File: src/rtl/decoder_pkg.sv
// Shared widths and types for the registered 8-to-256 one-hot decoder.
package decoder_pkg;

  localparam int DEC_ADDR_W = 8;
  localparam int DEC_OUT_W  = 256;
  localparam int PREDEC_W   = 16;

  typedef logic [DEC_ADDR_W-1:0] dec_addr_t;
  typedef logic [DEC_OUT_W-1:0]  dec_onehot_t;

endpackage

File: src/rtl/decoder_4to16.sv
// Combinational predecoder: binary select to one-hot vector.
module decoder_4to16 #(
  parameter int IN_W  = 4,
  parameter int OUT_W = 2**IN_W
) (
  input  logic [IN_W-1:0]  sel,
  output logic [OUT_W-1:0] onehot
);

  always_comb begin
    onehot      = '0;
    onehot[sel] = 1'b1;
  end

endmodule

File: src/rtl/decoder_8_to_256.sv
// Registered binary to one-hot decoder built from two predecoders.
// Optional sticky one-hot checker under DECODER_ONEHOT_CHECK_EN.
module decoder_8_to_256
  import decoder_pkg::*;
#(
  parameter int ADDR_W = DEC_ADDR_W,
  parameter int OUT_W  = 2**ADDR_W
) (
  input  logic              clk,
  input  logic              rst,
  input  logic              en,
  input  logic [ADDR_W-1:0] address,
  output logic [OUT_W-1:0]  decoded_output,
`ifdef DECODER_ONEHOT_CHECK_EN
  output logic              onehot_err,
`endif
  output logic              valid_out
);

  localparam int HALF_W = ADDR_W / 2;
  localparam int PW     = 2**HALF_W;

  logic [PW-1:0]    ph;
  logic [PW-1:0]    pl;
  logic [OUT_W-1:0] next_out;

  decoder_4to16 #(.IN_W(HALF_W)) u_pre_hi (
    .sel    (address[ADDR_W-1:HALF_W]),
    .onehot (ph)
  );

  decoder_4to16 #(.IN_W(HALF_W)) u_pre_lo (
    .sel    (address[HALF_W-1:0]),
    .onehot (pl)
  );

  for (genvar j = 0; j < PW; j++) begin : g_row
    for (genvar k = 0; k < PW; k++) begin : g_col
      assign next_out[j*PW+k] = ph[j] & pl[k];
    end
  end

  always_ff @(posedge clk or posedge rst) begin
    if (rst) begin
      decoded_output <= '0;
      valid_out      <= 1'b0;
    end else if (en) begin
      decoded_output <= next_out;
      valid_out      <= 1'b1;
    end
  end

`ifdef DECODER_ONEHOT_CHECK_EN
  // Flags any registered word that is not exactly one-hot once loaded.
  always_ff @(posedge clk or posedge rst) begin
    if (rst) begin
      onehot_err <= 1'b0;
    end else if (valid_out && ($countones(decoded_output) != 1)) begin
      onehot_err <= 1'b1;
    end
  end
`endif

endmodule

File: config.mk
export PLATFORM = sky130hd
export DESIGN_NAME = decoder_8_to_256
export DESIGN_NICKNAME = d
export VERILOG_FILES = /design/src/rtl/decoder_pkg.sv /design/src/rtl/decoder_4to16.sv /design/src/rtl/decoder_8_to_256.sv
export SDC_FILE = /design/constraint.sdc
export NUM_CORES = 1
export LEC_CHECK = 0
export ABC_AREA = 1
export BUFFER_PORTS_ARGS = -buffer_cell sky130_fd_sc_hd__buf_4
export CAP_MARGIN = 40
export CORE_MARGIN = 2
export CORE_UTILIZATION = 53
export CTS_CLUSTER_DIAMETER = 80
export CTS_CLUSTER_SIZE = 24
export DETAILED_ROUTE_END_ITERATION = 16
export PLACE_DENSITY = 0.89
export SYNTH_ARGS = -nofsm -noshare
export SYNTH_HDL_FRONTEND = slang
export SYNTH_HIERARCHICAL = 1
export SYNTH_SLANG_ARGS = --single-unit
File: constraint.sdc
create_clock -name clk -period 11 [get_ports clk]
set_clock_uncertainty 0.15 [all_clocks]
set_input_delay 2.2 -clock clk [delete_from_list [all_inputs] [get_ports clk]]
set_output_delay 2.2 -clock clk [all_outputs]
set_load 0.02 [all_outputs]
After elaboration in Yosys (flattened, before gate mapping)
Index checks and enable logic that the tools add are counted.
{ "op_classes": {"addsub": 0, "mul": 0, "div_mod_pow": 0, "magnitude_cmp": 4, "eq_ne": 0, "shifts": 0, "n_mux": 4, "bitwise": 256, "reduce_logical": 2} }
{ "op_table": {"columns": ["cell", "n"], "rows": [
  ["1-bit bitwise AND", 256],
  ["4-bit by 5-bit < comparator with 1-bit output, second input constant", 2],
  ["1-bit demux with 4-bit select", 2],
  ["4-bit by 1-bit greater-or-equal comparator with 1-bit output, second input constant", 2],
  ["1-bit logical AND", 2],
  ["1-bit 2-to-1 mux", 2]
]} }
{ "word_totals": {"regBits": 257, "latch_bits": 0, "ramBits": 0, "mem_bits_ro": 0, "input_bits": 11, "out_inout_bits": 257, "mem_count": 0} }

Longest topological paths before layout
{ "depth": {"word_depth": 5, "ltp_mapped": 7} }

Hierarchy
Netlist, hierarchy kept.
{ "by_module_without_submodules": {"columns": ["mod", "n_inst", "cells_per_inst", "area_per_inst_um2"], "rows": [
  ["decoder_8_to_256", 1, 1149, 10397.5],
  ["decoder_4to16", 2, 28, 105.1]
]} }

Least setup slack after synthesis
OpenSTA, ideal clock, no wires.
{ "synth_path": {"path_type": "in2reg", "start": "in address[4]", "end": "reg decoded_output[101]", "arrival_time_ns": 2.983, "required_ns": 10.785, "setup_slack_ns": 7.802, "stages": 7, "path_cell_list": "inv_1 > nand2_1 > nor2_1 > clkbuf_1 > buf_2 > nand3_1 > nand2_1"} }
{ "synth_via": {"elab_chain_cells": 5, "word_cells_on_any_way": 6, "cone_classes": "order compare: 2; mux: 2; bitwise: 1; reduce/logical: 1"} }
{ "synth_rtl": {"columns": ["item", "line_no", "text"], "rows": [
  ["start, declared", "decoder_8_to_256.sv:12", "input logic [ADDR_W-1:0] address,"],
  ["4-bit by 5-bit < comparator with 1-bit output (implied by the code) or 4-bit by 1-bit greater-or-equal comparator with 1-bit output (tied branches)", "decoder_4to16.sv:12", "onehot[sel] = 1'b1;"],
  ["1-bit logical AND (implied by the code)", "decoder_4to16.sv:12", null],
  ["1-bit 2-to-1 mux (implied by the code)", "decoder_4to16.sv:12", null],
  ["1-bit demux with 4-bit select (*)", null, null],
  ["via ph[6]", "decoder_8_to_256.sv:23", "logic [PW-1:0] ph;"],
  ["1-bit bitwise AND (*)", "decoder_8_to_256.sv:39", "assign next_out[j*PW+k] = ph[j] & pl[k];"],
  ["end signal, assigned", "decoder_8_to_256.sv:48", "decoded_output <= next_out;"],
  ["end, declared", "decoder_8_to_256.sv:13", "output logic [OUT_W-1:0] decoded_output,"]
]} }
The timed path passes the listed nets; every way through them passes the cells marked *.
A chain may end at the register's enable or synchronous reset.

Worst setup path after layout
{ "layout_path": {"start": "in address[0]", "end": "reg decoded_output[178]"} }
{ "layout_via": {"elab_chain_cells": 5, "word_cells_on_any_way": 6, "cone_classes": "order compare: 2; mux: 2; bitwise: 1; reduce/logical: 1"} }
{ "layout_rtl": {"columns": ["item", "line_no", "text"], "rows": [
  ["4-bit by 5-bit < comparator with 1-bit output (implied by the code) or 4-bit by 1-bit greater-or-equal comparator with 1-bit output (tied branches)", "decoder_4to16.sv:12", null],
  ["1-bit logical AND (implied by the code)", "decoder_4to16.sv:12", null],
  ["1-bit 2-to-1 mux (implied by the code)", "decoder_4to16.sv:12", null],
  ["1-bit demux with 4-bit select (*)", null, null],
  ["via pl[2]", "decoder_8_to_256.sv:24", "logic [PW-1:0] pl;"],
  ["1-bit bitwise AND (*)", "decoder_8_to_256.sv:39", null]
]} }
Marks and branches as above.

==> implementation parameters <==
Parameter                              Value

Worst setup path
  R2R Path Start    valid_out
  Crit Path Category    primary input to flop
  Endpoint required time on the critical path    11.26 ns
  Endpoint of the lowest-slack register-to-register path    valid_out
  Arrival time reported for the critical path endpoint    3.75 ns
  Number of cells on the worst reg-to-reg path    1
  Sort of element at the end of the critical path    flop
  Worst setup slack for register-to-register paths    10.09 ns
  Nature of the critical path startpoint    primary input
  Largest fanout on the critical path    9

Synth
  Largest area contributor in the synthesized netlist    dfrtp_1
  Post-Synthesis Cells    1205
  Most frequent cell after synthesis    nand2_1
  Post-synthesis sequential element count    257
  Synth unique cells    12
  Post-synthesis net count    1216
  Share of Yosys cell area claimed by the top area cell type    60.6%
  Synth cell count leaders    nand2_1, dfrtp_1, nand3_1
  Post-synth EDFFs    0
  Mapped Area    0.0106 mm^2
  Syn avg cell area    8.80 um^2
  Post-synthesis sequential area ratio    60.6%
  Prevailing post-synth register cell    dfrtp_1
  Share of async-settable or async-resettable flops after synthesis    100%
  Largest cells by area after synthesis    dfrtp_1, nand2_1, nand3_1, buf_6, buf_2
  Synth warn    6

Cells and area
  Final net count    1420
  Area used by sequential logic in the layout    0.00643 mm^2
  Ratio of cells with drive above 1 in the final layout    24.5%
  Number of filler instances in the final layout    1481
  Footprint of the multi-input gates    0.00343 mm^2
  Final non-filler cell area    0.0132 mm^2
  Area growth from synthesis to final layout    24.6%
  Number of diodes    0
  Final core utilization    67.7%

Timing
  Final critical delay including setup and external delays    3.48 ns
  Summed negative setup slack over all endpoints    0 ns
  Post-route setup slack    7.52 ns
  Pins over their slew limit    0
  Maximum operating frequency    287 MHz
  Slew margin rel.    45.7%
  Final critical-path share of the clock period    31.6%
  Slew at the pin closest to its max-slew limit    0.811 ns
  Unrepaired setup endpoints after global routing    false
  Count of final hold-check violations    0
  Setup Viol. Count Final    0

Power and ir drop
  Max VDD drop    89.6 uV
  Power Internal    1.23 mW
  Static Leak    7.74 nW
  Switching power as a share of total power    23.6%
  Combinational share of power    6.8%
  Clock power share    34.3%
  Net Sw Power    380 uW
  Power per Cell Area    122 mW/mm^2
  Register share of total power    58.9%
  Final Power    1.61 mW

Placed design
  I/O Buffers    267
  GP Congestion    0.817
  Pre-CTS setup slack    7.02 ns
  Placed cell areas    0.0128 mm^2
  Final HPWL from detailed placement    22000 um

Route
  Routed metal-1 wirelength    12500 um
  Post-route antenna net violation count    0
  Via count of the routed design    9427
  Average wire per cell in the routed design    19.5 um
  Via-per-instance ratio    5.62
  Top Metal Used    met4
  Length of routed met2 wiring    15400 um
  Metal3 WL    3830 um
  Routed wire length    32800 um
  Number of detailed-route iterations in the first pass    5
  Number of DRC violations after detailed routing    0
  Initial DRC Count    921

Global route
  GRT Overall Usage    30.5%
  Pin count of the biggest net entering global routing    134
  Total overflow reported by the global router    0
  Number of antenna violations at the first check in global routing    0
  Wire length of the first global-routing pass    51000 um
  Number of global-route vias before repair    9062

CTS
  CTS Root Buffer Type    clkbuf_16
  Count of H-tree levels built during CTS    1
  Skew-Pair Late Insertion Delay    0.47 ns
  Post-cts sizing count    0
  Number of buffers inserted during clock tree synthesis    14
  Clock tree sinks    257
  Clock edge transition at the registers on the reported setup and hold paths    0.10 ns
  CTS Buffer Depth    3
  Post-CTS Hold Buffers    0
  CTS tree    built
  Number of buffers inserted by post-CTS setup repair    0

Floorplanning
  # rows    51
  DIE HEIGHT    145 um
  Horiz. Die Dim    145 um
  Core area    0.0195 mm^2
  Die area    0.0212 mm^2
  Initial core utilization    54.3%
  Num ports    268

Worst hold path
  Path class of the lowest-slack min-delay path    flop to flop
  Worst min-delay path endpoint    valid_out
  Min-Delay Startpoint    valid_out
  Min-Delay Path Depth    1

Status
  Result of the run    finished clean

Job
  Max capacitance violation total    0
-- worst max-delay path: stages --
cell and delay [ns]:
buf_4 0.12, inv_1 0.07, nand2_1 0.17, nor2_2 0.62
buf_4 0.34, nand3_1 0.11, nand2_1 0.11
-- layout by cell type, fill, tap and decap left out --
master / count
buf_16: 8
buf_4: 287
buf_6: 6
buf_8: 8
clkbuf_16: 15
clkbuf_8: 2
clkinv_2: 1
dfrtp_1: 257
inv_1: 8
inv_6: 1
inv_8: 1
nand2_1: 528
nand3_1: 256
nor2_1: 16
nor2_2: 16
or2_2: 1
-- registers in the layout (all words and copies together), names as in the netlist --
signal          count
decoded_output    256
valid_out           1
-- metrics by stage --
step	hold slack, ns	instances
global placement	0.307	1630
global route	0.342	1676
CTS	0.327	1676
finish	0.327	1676
floorplan	0.434	1205
detailed placement	0.301	1658
-- cell type report --
cell class | instances | area share [%]
Sequential cell | 257 | 48.7
Clock buffer | 17 | 3.05
Tap cell | 265 | 2.51
Inverter | 10 | 0.379
Timing Repair Buffer | 309 | 19.4
Multi-Input combinational cell | 817 | 26.0
Clock inverter | 1 | 0.0379
-- power by group through the flow --
stage | logic [mW] | registers (mW) | clock network, mW
finish | 0.110 | 0.950 | 0.554
global route | 0.120 | 0.951 | 0.591
CTS | 0.109 | 0.950 | 0.558
detailed placement | 0.109 | 0.969 | 0
global placement | 0.0951 | 0.969 | 0
floorplan | 0.0715 | 0.973 | 0
-- how the worst max path moves through the flow --
stage                     cells past startpoint             endpoint  slack, ns        from
after floorplan                               1    decoded_output[0]       1.58         rst
after global placement                        5  decoded_output[238]       6.43          en
after detailed placement                      3   decoded_output[85]       7.02         rst
after CTS                                     3  decoded_output[106]       7.53         rst
after global routing                          3   decoded_output[74]       7.32         rst
final                                         7  decoded_output[178]       7.52  address[0]
-- metal layers --
layer,GRT usage (%),up-vias
met5,0,-
met4,9.61,0
met3,7.08,82
met2,48.3,590
met1,42.2,4557
li1,-,4198
-- cells by family (layout without fill, tap and decap cells) --
logic type    Yosys count  count (layout)  share of synthesized area, %
simple gates          817             817                          32.0
flops                 257             257                          60.6
buf+inv               131             337                          7.42
No activity file was read; power rests on OpenSTA's default activity.
